[src/rtl/key_input_pio.sv]
// Purpose : Avalon-MM input PIO: sync, debounce, edge capture and IRQ for KEY/SW pins.
// Latency : pin->sync_q 2 clk; debounced after DB_COUNT ticks (or +1 clk when undebounced); read data 1 clk.
// Backpr. : none; the slave never stalls, so every READ/WRITE is accepted in the cycle it is sampled.
//
// Ports:
//   CLK, RST_N            clock and asynchronous active-low reset (release is synchronised here)
//   PIN_IN[WIDTH]         raw asynchronous button/switch inputs
//   ADDRESS, READ, WRITE, WRITEDATA, READDATA   Avalon-MM slave (0 data, 1 reserved, 2 irq_mask, 3 edge_cap)
//   IRQ                   registered level interrupt = |(edge_cap & irq_mask)
//
// Build option: define KEY_INPUT_PIO_DEBOUNCE_EN to include the prescaler and per-bit
// debounce counters. Without it the debounced state is sync_q delayed by one register.

module key_input_pio #(
  parameter int                WIDTH     = 4,
  parameter int                TICK_DIV  = 50000,
  parameter int                DB_COUNT  = 8,
  parameter int                EDGE_TYPE = 1,
  parameter logic [WIDTH-1:0]  INIT_VAL  = {WIDTH{1'b1}}
) (
  input  logic             CLK,
  input  logic             RST_N,
  input  logic [WIDTH-1:0] PIN_IN,
  input  logic [1:0]       ADDRESS,
  input  logic             READ,
  input  logic             WRITE,
  input  logic [31:0]      WRITEDATA,
  output logic [31:0]      READDATA,
  output logic             IRQ
);

  localparam logic [1:0] ADDR_DATA = 2'd0;
  localparam logic [1:0] ADDR_MASK = 2'd2;
  localparam logic [1:0] ADDR_CAP  = 2'd3;

  // Bad parameter combinations are caught at elaboration rather than
  // producing silently odd hardware.
  if (WIDTH < 1 || WIDTH > 32 || TICK_DIV < 2 || DB_COUNT < 1 || DB_COUNT > 255 ||
      EDGE_TYPE < 0 || EDGE_TYPE > 2) begin : g_param_check
    $error("key_input_pio: parameter out of range");
  end

  // ---------------------------------------------------------------------
  // Reset: asserted asynchronously, released on the second CLK edge after
  // RST_N rises so every flop below leaves reset in the same cycle.
  // ---------------------------------------------------------------------
  logic [1:0] rst_ff;
  logic       rst_n_i;

  always_ff @(posedge CLK or negedge RST_N) begin
    if (!RST_N) rst_ff <= 2'b00;
    else        rst_ff <= {rst_ff[0], 1'b1};
  end

  assign rst_n_i = rst_ff[1];

  // ---------------------------------------------------------------------
  // Two-flop synchroniser. Reset to INIT_VAL so that idle (released)
  // active-low keys do not look like a press right after reset.
  // ---------------------------------------------------------------------
  logic [WIDTH-1:0] sync_a;
  logic [WIDTH-1:0] sync_q;

  always_ff @(posedge CLK or negedge rst_n_i) begin
    if (!rst_n_i) begin
      sync_a <= INIT_VAL;
      sync_q <= INIT_VAL;
    end else begin
      sync_a <= PIN_IN;
      sync_q <= sync_a;
    end
  end

  // ---------------------------------------------------------------------
  // Debounced state. db_nxt is the value db_q takes on the next edge; the
  // edge detector compares the two so edge_cap sets in the same cycle as
  // the debounced bit changes.
  // ---------------------------------------------------------------------
  logic [WIDTH-1:0] db_q;
  logic [WIDTH-1:0] db_nxt;

`ifdef KEY_INPUT_PIO_DEBOUNCE_EN
  localparam int              PW       = (TICK_DIV > 1) ? $clog2(TICK_DIV) : 1;
  localparam logic [PW-1:0]   PRE_LAST = PW'(TICK_DIV - 1);
  localparam logic [7:0]      CNT_LAST = 8'(DB_COUNT - 1);

  logic [PW-1:0]         pre_cnt;
  logic                  tick;
  logic [WIDTH-1:0][7:0] db_cnt;
  logic [WIDTH-1:0][7:0] cnt_nxt;

  // Sample tick: one cycle per TICK_DIV, asserted on the wrap.
  assign tick = (pre_cnt == PRE_LAST);

  always_ff @(posedge CLK or negedge rst_n_i) begin
    if (!rst_n_i)  pre_cnt <= '0;
    else if (tick) pre_cnt <= '0;
    else           pre_cnt <= pre_cnt + PW'(1);
  end

  // A bit flips only after DB_COUNT consecutive ticks that all saw the
  // synchronised pin differ from the debounced level; any agreeing tick
  // restarts the count. The >= compare keeps the counter from ever
  // running past the threshold.
  always_comb begin
    db_nxt  = db_q;
    cnt_nxt = db_cnt;
    if (tick) begin
      for (int i = 0; i < WIDTH; i++) begin
        if (sync_q[i] == db_q[i]) begin
          cnt_nxt[i] = '0;
        end else if (db_cnt[i] >= CNT_LAST) begin
          db_nxt[i]  = ~db_q[i];
          cnt_nxt[i] = '0;
        end else begin
          cnt_nxt[i] = db_cnt[i] + 8'd1;
        end
      end
    end
  end

  always_ff @(posedge CLK or negedge rst_n_i) begin
    if (!rst_n_i) db_cnt <= '0;
    else          db_cnt <= cnt_nxt;
  end
`else
  // No filtering: one extra register stage behind the synchroniser.
  always_comb begin
    db_nxt = sync_q;
  end
`endif

  always_ff @(posedge CLK or negedge rst_n_i) begin
    if (!rst_n_i) db_q <= INIT_VAL;
    else          db_q <= db_nxt;
  end

  // ---------------------------------------------------------------------
  // Edge detection and capture
  // ---------------------------------------------------------------------
  logic [WIDTH-1:0] rise;
  logic [WIDTH-1:0] fall;
  logic [WIDTH-1:0] edge_hit;

  assign rise = ~db_q &  db_nxt;
  assign fall =  db_q & ~db_nxt;

  always_comb begin
    if (EDGE_TYPE == 0)      edge_hit = rise;
    else if (EDGE_TYPE == 1) edge_hit = fall;
    else                     edge_hit = rise | fall;
  end

  logic             wr_mask;
  logic             wr_cap;
  logic [WIDTH-1:0] irq_mask;
  logic [WIDTH-1:0] edge_cap;
  logic [WIDTH-1:0] clr_bits;

  assign wr_mask  = WRITE && (ADDRESS == ADDR_MASK);
  assign wr_cap   = WRITE && (ADDRESS == ADDR_CAP);
  assign clr_bits = wr_cap ? WRITEDATA[WIDTH-1:0] : '0;

  always_ff @(posedge CLK or negedge rst_n_i) begin
    if (!rst_n_i)     irq_mask <= '0;
    else if (wr_mask) irq_mask <= WRITEDATA[WIDTH-1:0];
  end

  // The OR with edge_hit comes after the clear, so a new edge arriving in
  // the same cycle as a write-1-to-clear leaves the bit set.
  always_ff @(posedge CLK or negedge rst_n_i) begin
    if (!rst_n_i) edge_cap <= '0;
    else          edge_cap <= (edge_cap & ~clr_bits) | edge_hit;
  end

  always_ff @(posedge CLK or negedge rst_n_i) begin
    if (!rst_n_i) IRQ <= 1'b0;
    else          IRQ <= |(edge_cap & irq_mask);
  end

  // ---------------------------------------------------------------------
  // Read path: registered, pre-write values (a simultaneous write lands on
  // the same edge the read data is captured, so the read sees the old value).
  // ---------------------------------------------------------------------
  logic [31:0] rd_mux;

  always_comb begin
    rd_mux = '0;
    case (ADDRESS)
      ADDR_DATA: rd_mux[WIDTH-1:0] = db_q;
      ADDR_MASK: rd_mux[WIDTH-1:0] = irq_mask;
      ADDR_CAP:  rd_mux[WIDTH-1:0] = edge_cap;
      default:   rd_mux = '0;
    endcase
  end

  always_ff @(posedge CLK or negedge rst_n_i) begin
    if (!rst_n_i) READDATA <= '0;
    else if (READ) READDATA <= rd_mux;
  end

  // Upper write-data bits have no storage behind them.
  logic wdata_unused;
  assign wdata_unused = ^WRITEDATA;

endmodule

[config.mk]
export PLATFORM = sky130hd
export DESIGN_NAME = key_input_pio
export DESIGN_NICKNAME = d
export VERILOG_FILES = /design/src/rtl/key_input_pio.sv
export SDC_FILE = /design/constraint.sdc
export NUM_CORES = 1
export LEC_CHECK = 0
export ABC_AREA = 0
export ABC_CLOCK_PERIOD_IN_PS = 1000
export CORE_MARGIN = 3
export CORE_UTILIZATION = 37
export CTS_CLUSTER_SIZE = 10
export DETAILED_ROUTE_END_ITERATION = 8
export PLACE_DENSITY_LB_ADDON = 0.3
export SLEW_MARGIN = 20
export SYNTH_ARGS = -nofsm -noshare
export SYNTH_HDL_FRONTEND = slang
export SYNTH_SLANG_ARGS = --single-unit
[constraint.sdc]
create_clock -name CLK -period 1 [get_ports CLK]
set_input_delay 0.15 -clock CLK [delete_from_list [all_inputs] [get_ports CLK]]
set_output_delay 0.15 -clock CLK [all_outputs]
set_load 0.02 [all_outputs]
==> results of run 1 <==
report_power, final:
group	leakage, uW	internal, uW	total, uW	switching [uW]
clock network	0.0000183	156	481	325
registers	0.000296	1220	1290	72.1
logic	0.000402	245	500	255
path summary, 6_finish.rpt:
| kind | endpoint | cells past startpoint | startpoint | slack [ns] |
|---|---|---|---|---|
| max in group asynchronous | rst_ff[1] | 2 | RST_N | 0.37 |
| worst min register to register | edge_cap[3] | 1 | rst_ff[1] | 0.18 |
| worst max register to register | edge_cap[0] | 2 | db_nxt[0] | 0.10 |
| worst max-delay path | READDATA[3] | 1 | READDATA[3] | -0.03 |
| min in group CLK | sync_a[0] | 1 | PIN_IN[0] | 0.21 |
| worst min-delay path | edge_cap[3] | 1 | rst_ff[1] | 0.18 |
through the flow:
stage                     TNS (ns)  cells  hold slack (ns)
after global routing       -0.3377    169           0.1695
after detailed placement    -3.986    163           0.1750
after global placement      -3.890    163           0.1736
final                      -0.1181    169           0.1754
after CTS                  -0.1890    169           0.1852
after floorplan                  0    123          -0.1456
sequential cells by signal (all words and copies together), names as in the netlist:
register and count:
READDATA 4, db_nxt 4, db_q 4, edge_cap 4
irq_mask 4, sync_a 4, rst_ff 2, IRQ 1
what timing repair did:
action | in CTS | in global routing
setup buffers | 1 | 0
endpoints found under the hold margin | 2 | 0
gates resized for setup | 30 | 2
hold buffers | 1 | 0
setup endpoints to repair | 5 | 6
synthesized netlist by cell type (all sizes together):
| cell | n |
|---|---|
| a22o | 4 |
| a22oi | 2 |
| buf | 30 |
| conb | 2 |
| dfrtp | 15 |
| dfstp | 12 |
| inv | 8 |
| mux2 | 4 |
| mux2i | 4 |
| nand2 | 2 |
| nand3b | 1 |
| nand4 | 4 |
| nand4bb | 4 |
| o221ai | 4 |
routing by layer:
metal	share of wire (%)	routed length (um)	up-vias	global-route usage (%)
met5	0	0	-	0
met4	0.68	13	0	2.426
met3	8.5	163	2	3.691
met2	46	884	38	15.35
met1	45	853	339	12.84
li1	-	-	327	-
logic make-up after synthesis:
logic type / after synthesis
buffers and inverters: 38
flip-flops: 27
AND/OR/NAND/NOR: 11
AO/OA/AOI/OAI: 10
multiplexers: 8
other: 2
final cells by class:
class	count	area (um^2)
clock inverter	1	6.256
clock buffer	3	22.52
inverter	8	30.03
fill	306	1647
timing repair buffer	28	279.0
multi-input combinational	58	397.9
tap	44	55.05
sequential	27	690.7
==> metrics, run 1 <==
status finished, violations left; violated checks negative setup slack; Seq/Total Area, Yosys 55.87%; Final Core Density between 40% and 50%; H-tree depth 1; RSZ-0062 raised after global routing yes; mux share of post-synthesis cell area ~8%; first-pass GRT wire length roughly 3.1 mm; Slowest-stage cell, CP dfrtp_1; Iter 0 DRT Violations 7; die area between 4000 and 5000 um^2; maximum VDD drop approximately 0.0009 V; Synth Area in Compound Gates between 6 and 7%; Crit Path Max Fanout 2; I/O pin count 75; via/cell ratio 4.178; clk slew on worst S/H paths 0.15 ns; post-synthesis simple-gate area fraction 7.895%; Setup crit end kind output pin; DPL Wire Length 1.484 mm; Post-Place Setup Slack -0.3345 ns; IO Port Bufs 18; vias after detailed routing between 700 and 800; root buffer cell clkbuf_4; Syn Inst Count 96; Final setup viols 5; max-cap violation count 0; #FFs+latches synth 27; total power ~2300 uW; most frequent cells in the layout 29 x conb_1, 15 x dfrtp_1, 12 x dfstp_2, 12 x clkdlybuf4s50_1; Yosys top cell area share 30.36%; final hold viol count 0; Fmax roughly 970 MHz; Area contributors post-synth dfrtp_1 30%, dfstp_2 26%, buf_4 18%; fin area between 1000 and 1500 um^2; Final Cycle Share 103.2%; CP cell instances buf_6; Worst Hold Class reg2async; clock buffer depth 2; drt drc 0; syn avg cell area between 10 and 15 um^2; Clock Latency Late Sink roughly 0.33 ns; area post-placement between 1000 and 1500 um^2; Final Slew Violations 0; area delta synth->final 19.84%; Core ar. 3128 um^2; Overall Global Routing Usage 9.824%; Starting Density between 30 and 40%; largest net degree at the start of global routing 17; power density over the cells about 1500 nW/um^2; CP Data Arrival Time between 0.8 and 0.9 ns; CTS tree built; Rows 20; DRT antenna net count 0; Setup CP Type reg2out; CTS Buf Count 3; routed len/inst 11.33 um; GRT Residual Overflow 0; area leader, netlist dfrtp_1; PnR worst setup slack -0.03186 ns; Max Clock Skew ~0.0056 ns; leading cell type in the layout, fill and taps excluded conb_1; CP top delay family flip-flops; Die Span Y around 64 um; Static Leak between 0.0007 and 0.0008 uW; type of origin of the critical path register; Critical Path RT between 0.8 and 0.9 ns; ant diodes 0; Worst Path Buf+Inv 1; initial antenna violation count 0; Die Span X 63.80 um; final WL 1.915 mm; post-layout min period 1.032 ns; Synth Warn # 0; drt pass-1 iters 3; Synth cell types 14; CP max stage delay 0.42 ns; RD Place Congestion 0.7346; main combinational cell family by area after synthesis buffers and inverters; share of layout cells above drive strength 1 between 20 and 30%; Adder-Cell Fraction of Synth Area 0%; vias in the first global route between 600 and 700; synthesized area roughly 1200 um^2; final net count 168; xor-xnor portion of the synthesized cell area 0%; CTS Sinks 27
Note: power is estimated with default switching activity, not from simulation.
==> inputs of run 2 (changes only) <==
--- a/config.mk
+++ b/config.mk
@@ -6,9 +6,9 @@
 export NUM_CORES = 1
 export LEC_CHECK = 0
 export ABC_AREA = 0
-export ABC_CLOCK_PERIOD_IN_PS = 1000
+export ABC_CLOCK_PERIOD_IN_PS = 1200
 export CORE_MARGIN = 3
-export CORE_UTILIZATION = 37
+export CORE_UTILIZATION = 39
 export CTS_CLUSTER_SIZE = 10
 export DETAILED_ROUTE_END_ITERATION = 8
 export PLACE_DENSITY_LB_ADDON = 0.3
==> constraint.sdc (replaced) <==
create_clock -name CLK -period 1.2 [get_ports CLK]
set_input_delay 0.18 -clock CLK [delete_from_list [all_inputs] [get_ports CLK]]
set_output_delay 0.18 -clock CLK [all_outputs]
set_load 0.02 [all_outputs]
==> run 2 against run 1 <==
Against the previous run:
- the run now ends clean
- via count decreased by 0.28%
- critical path depth unchanged
- clock power decreased by 15%
- worst setup slack improved by 0.071 ns
- register-to-register slack improved by 0.19 ns
- global-route usage increased by 0.24 points
- die area decreased by 4.6%
- non-clock buffer count decreased by 2
- wire length decreased by 0.78%
- final cell count decreased by 2.4%
- combinational power decreased by 23%
- utilization increased by 2.8 points
- critical endpoint is now IRQ
- largest power group unchanged
==> metrics, run 2 (same netlist as run 1, synthesis figures left out) <==
status finished, final reports clean (was finished, violations left); Clock Latency Late Sink 0.32 ns (was 0.33 ns); Setup crit end kind output pin (unchanged); vias after detailed routing 704 (was 706); largest net degree at the start of global routing 18 (was 17); CP top delay family flip-flops (unchanged); CP max stage delay 0.38 ns (was 0.42 ns); Filler Cell Count 256 (was 306); IO Port Bufs 18 (unchanged); GRT Residual Overflow 0 (unchanged); DPL Wire Length 1.474 mm (was 1.484 mm); Final Cycle Share between 90 and 100%; Critical Path RT 1.02 ns (was 0.85 ns); Crit Path Max Fanout 1 (was 2); first-pass GRT wire length 3.111 mm (was 3.084 mm); vias in the first global route 673 (was 647); Overall Global Routing Usage 10.07% (was 9.824%); Iter 0 DRT Violations 5 (was 7); type of origin of the critical path register (unchanged); reg-to-reg slack, setup 0.29 ns (was 0.10 ns); drt drc 0 (unchanged); maximum VDD drop 0.001099 V (was 0.0008865 V); CP cell instances clkdlybuf4s15_1 (was buf_6); area post-placement 1403 um^2 (was 1420 um^2); Worst Reg-to-Reg Cells 2 (unchanged); root buffer cell clkbuf_4 (unchanged); share of layout cells above drive strength 1 26.02% (was 28.80%); reg2reg start db_nxt[0] (unchanged); FF+latch area 690.7 um^2 (unchanged); final net count 166 (was 168); Core ar. 2877 um^2 (was 3128 um^2); Static Leak 0.0006875 uW (was 0.0007156 uW); Slowest-stage cell, CP dfrtp_1 (unchanged); Final Core Density 50.20% (was 47.36%); DRT antenna net count 0 (unchanged); routed len/inst 11.52 um (was 11.33 um); most frequent cells in the layout 29 x conb_1, 15 x dfrtp_1, 13 x clkdlybuf4s50_1, 12 x dfstp_2, 8 x inv_1 (was 29 x conb_1, 15 x dfrtp_1, 12 x dfstp_2, 12 x clkdlybuf4s50_1); Max Clock Skew 0.005453 ns (was 0.005591 ns); H-tree depth 1 (unchanged); final hold viol count 0 (unchanged); CP Data Arrival Time 0.98 ns (was 0.88 ns); power density over the cells 1290 nW/um^2 (was 1533 nW/um^2); Die Span Y 62.30 um (was 63.80 um); Fin Setup TNS 0 ns (was -0.1181 ns); Final setup viols 0 (was 5); Starting Density 42.98% (was 39.52%); final WL 1.900 mm (was 1.915 mm); RD Place Congestion 0.7596 (was 0.7346); Worst Hold Class reg2async (unchanged); Fmax 861.5 MHz; Worst R2R End edge_cap[0] (unchanged); die area 3881 um^2 (was 4070 um^2); ant diodes 0 (unchanged); clock buffer depth 2 (unchanged); Rows 19 (was 20); Worst Path Buf+Inv 1 (unchanged); I/O pin count 75 (unchanged); CTS tree built (unchanged); area of the multi-input gates 391.6 um^2 (was 397.9 um^2); clk slew on worst S/H paths 0.15 ns (about the same); Die Span X 62.30 um (was 63.80 um); area delta synth->final 16.80% (was 19.84%); Setup CP Type reg2out (unchanged); max-cap violation count 0 (unchanged); fin area 1444 um^2 (was 1481 um^2); leading cell type in the layout, fill and taps excluded conb_1 (unchanged); CTS Buf Count 3 (unchanged); drt pass-1 iters 4 (was 3); via/cell ratio 4.267 (was 4.178); CTS Sinks 27 (unchanged); Final Slew Violations 0 (unchanged); initial antenna violation count 0 (unchanged); post-layout min period 1.161 ns
[run 2: cell count changes in the layout (fill, tap and decap cells not counted), moves of 2 or more]
cell	before	now
clkbuf_2	0	2
clkdlybuf4s15_2	0	2
buf_6	5	0
buf_4	8	6
[run 2: power by group]
group	total [uW]	internal, uW	leakage, uW	switching (uW)
clock network	411	136	0.0000183	275
registers	1070	1010	0.000296	53.3
logic	385	175	0.000374	210
[run 2: layout make-up]
| cell class | instances | area share, % |
|---|---|---|
| Clock buffer | 3 | 1.560 |
| Clock inverter | 1 | 0.6066 |
| Inverter | 8 | 2.080 |
| Multi-Input combinational cell | 58 | 27.12 |
| Sequential cell | 27 | 47.83 |
| Tap cell | 42 | 3.640 |
| Timing Repair Buffer | 26 | 17.16 |
[run 2: through the flow]
stage	cells	setup WS, ns	hold slack (ns)	total power [uW]
after floorplan	123	0.3411	-0.1156	1387
after global placement	159	-0.1563	0.1875	1464
after detailed placement	159	-0.1660	0.1909	1475
after CTS	164	0.005974	0.2092	1892
after global routing	165	-0.0004137	0.1989	1967
final	165	0.03928	0.2060	1863
[run 2: routing by layer]
layer	up-vias	share of wire, %	GRT usage, %
li1	326	-	-
met4	0	0	1.653
met5	-	0	0
met1	336	46	13.00
met2	42	44	15.86
met3	0	10	4.505
[run 2: what timing repair did]
item / in CTS / in global routing
resized for setup: 12 / 2
endpoints found under the hold margin: 2 / 0
setup endpoints to repair: 5 / 3
setup buffers: 0 / 1
hold buffers: 1 / 0
[run 2: worst max-delay path by stage]
stage / startpoint / cells past startpoint / endpoint / slack (ns)
2_1_floorplan: db_nxt[0] / 2 / edge_cap[0] / 0.34
3_3_place_gp: ADDRESS[0] / 3 / irq_mask[1] / -0.16
3_5_place_dp: ADDRESS[0] / 3 / irq_mask[3] / -0.17
4_1_cts: READDATA[2] / 1 / READDATA[2] / 0.006
5_1_grt: READDATA[1] / 1 / READDATA[1] / -0.0004
6_report: IRQ / 1 / IRQ / 0.04
==> inputs of run 3 (changes only) <==
--- a/config.mk
+++ b/config.mk
@@ -11,6 +11,7 @@
 export CORE_UTILIZATION = 39
 export CTS_CLUSTER_SIZE = 10
 export DETAILED_ROUTE_END_ITERATION = 8
+export HOLD_SLACK_MARGIN = 0.03
 export PLACE_DENSITY_LB_ADDON = 0.3
 export SLEW_MARGIN = 20
 export SYNTH_ARGS = -nofsm -noshare
==> results of run 3 <==
No change in the layout: final DEF, timing and power equal those of run 2.
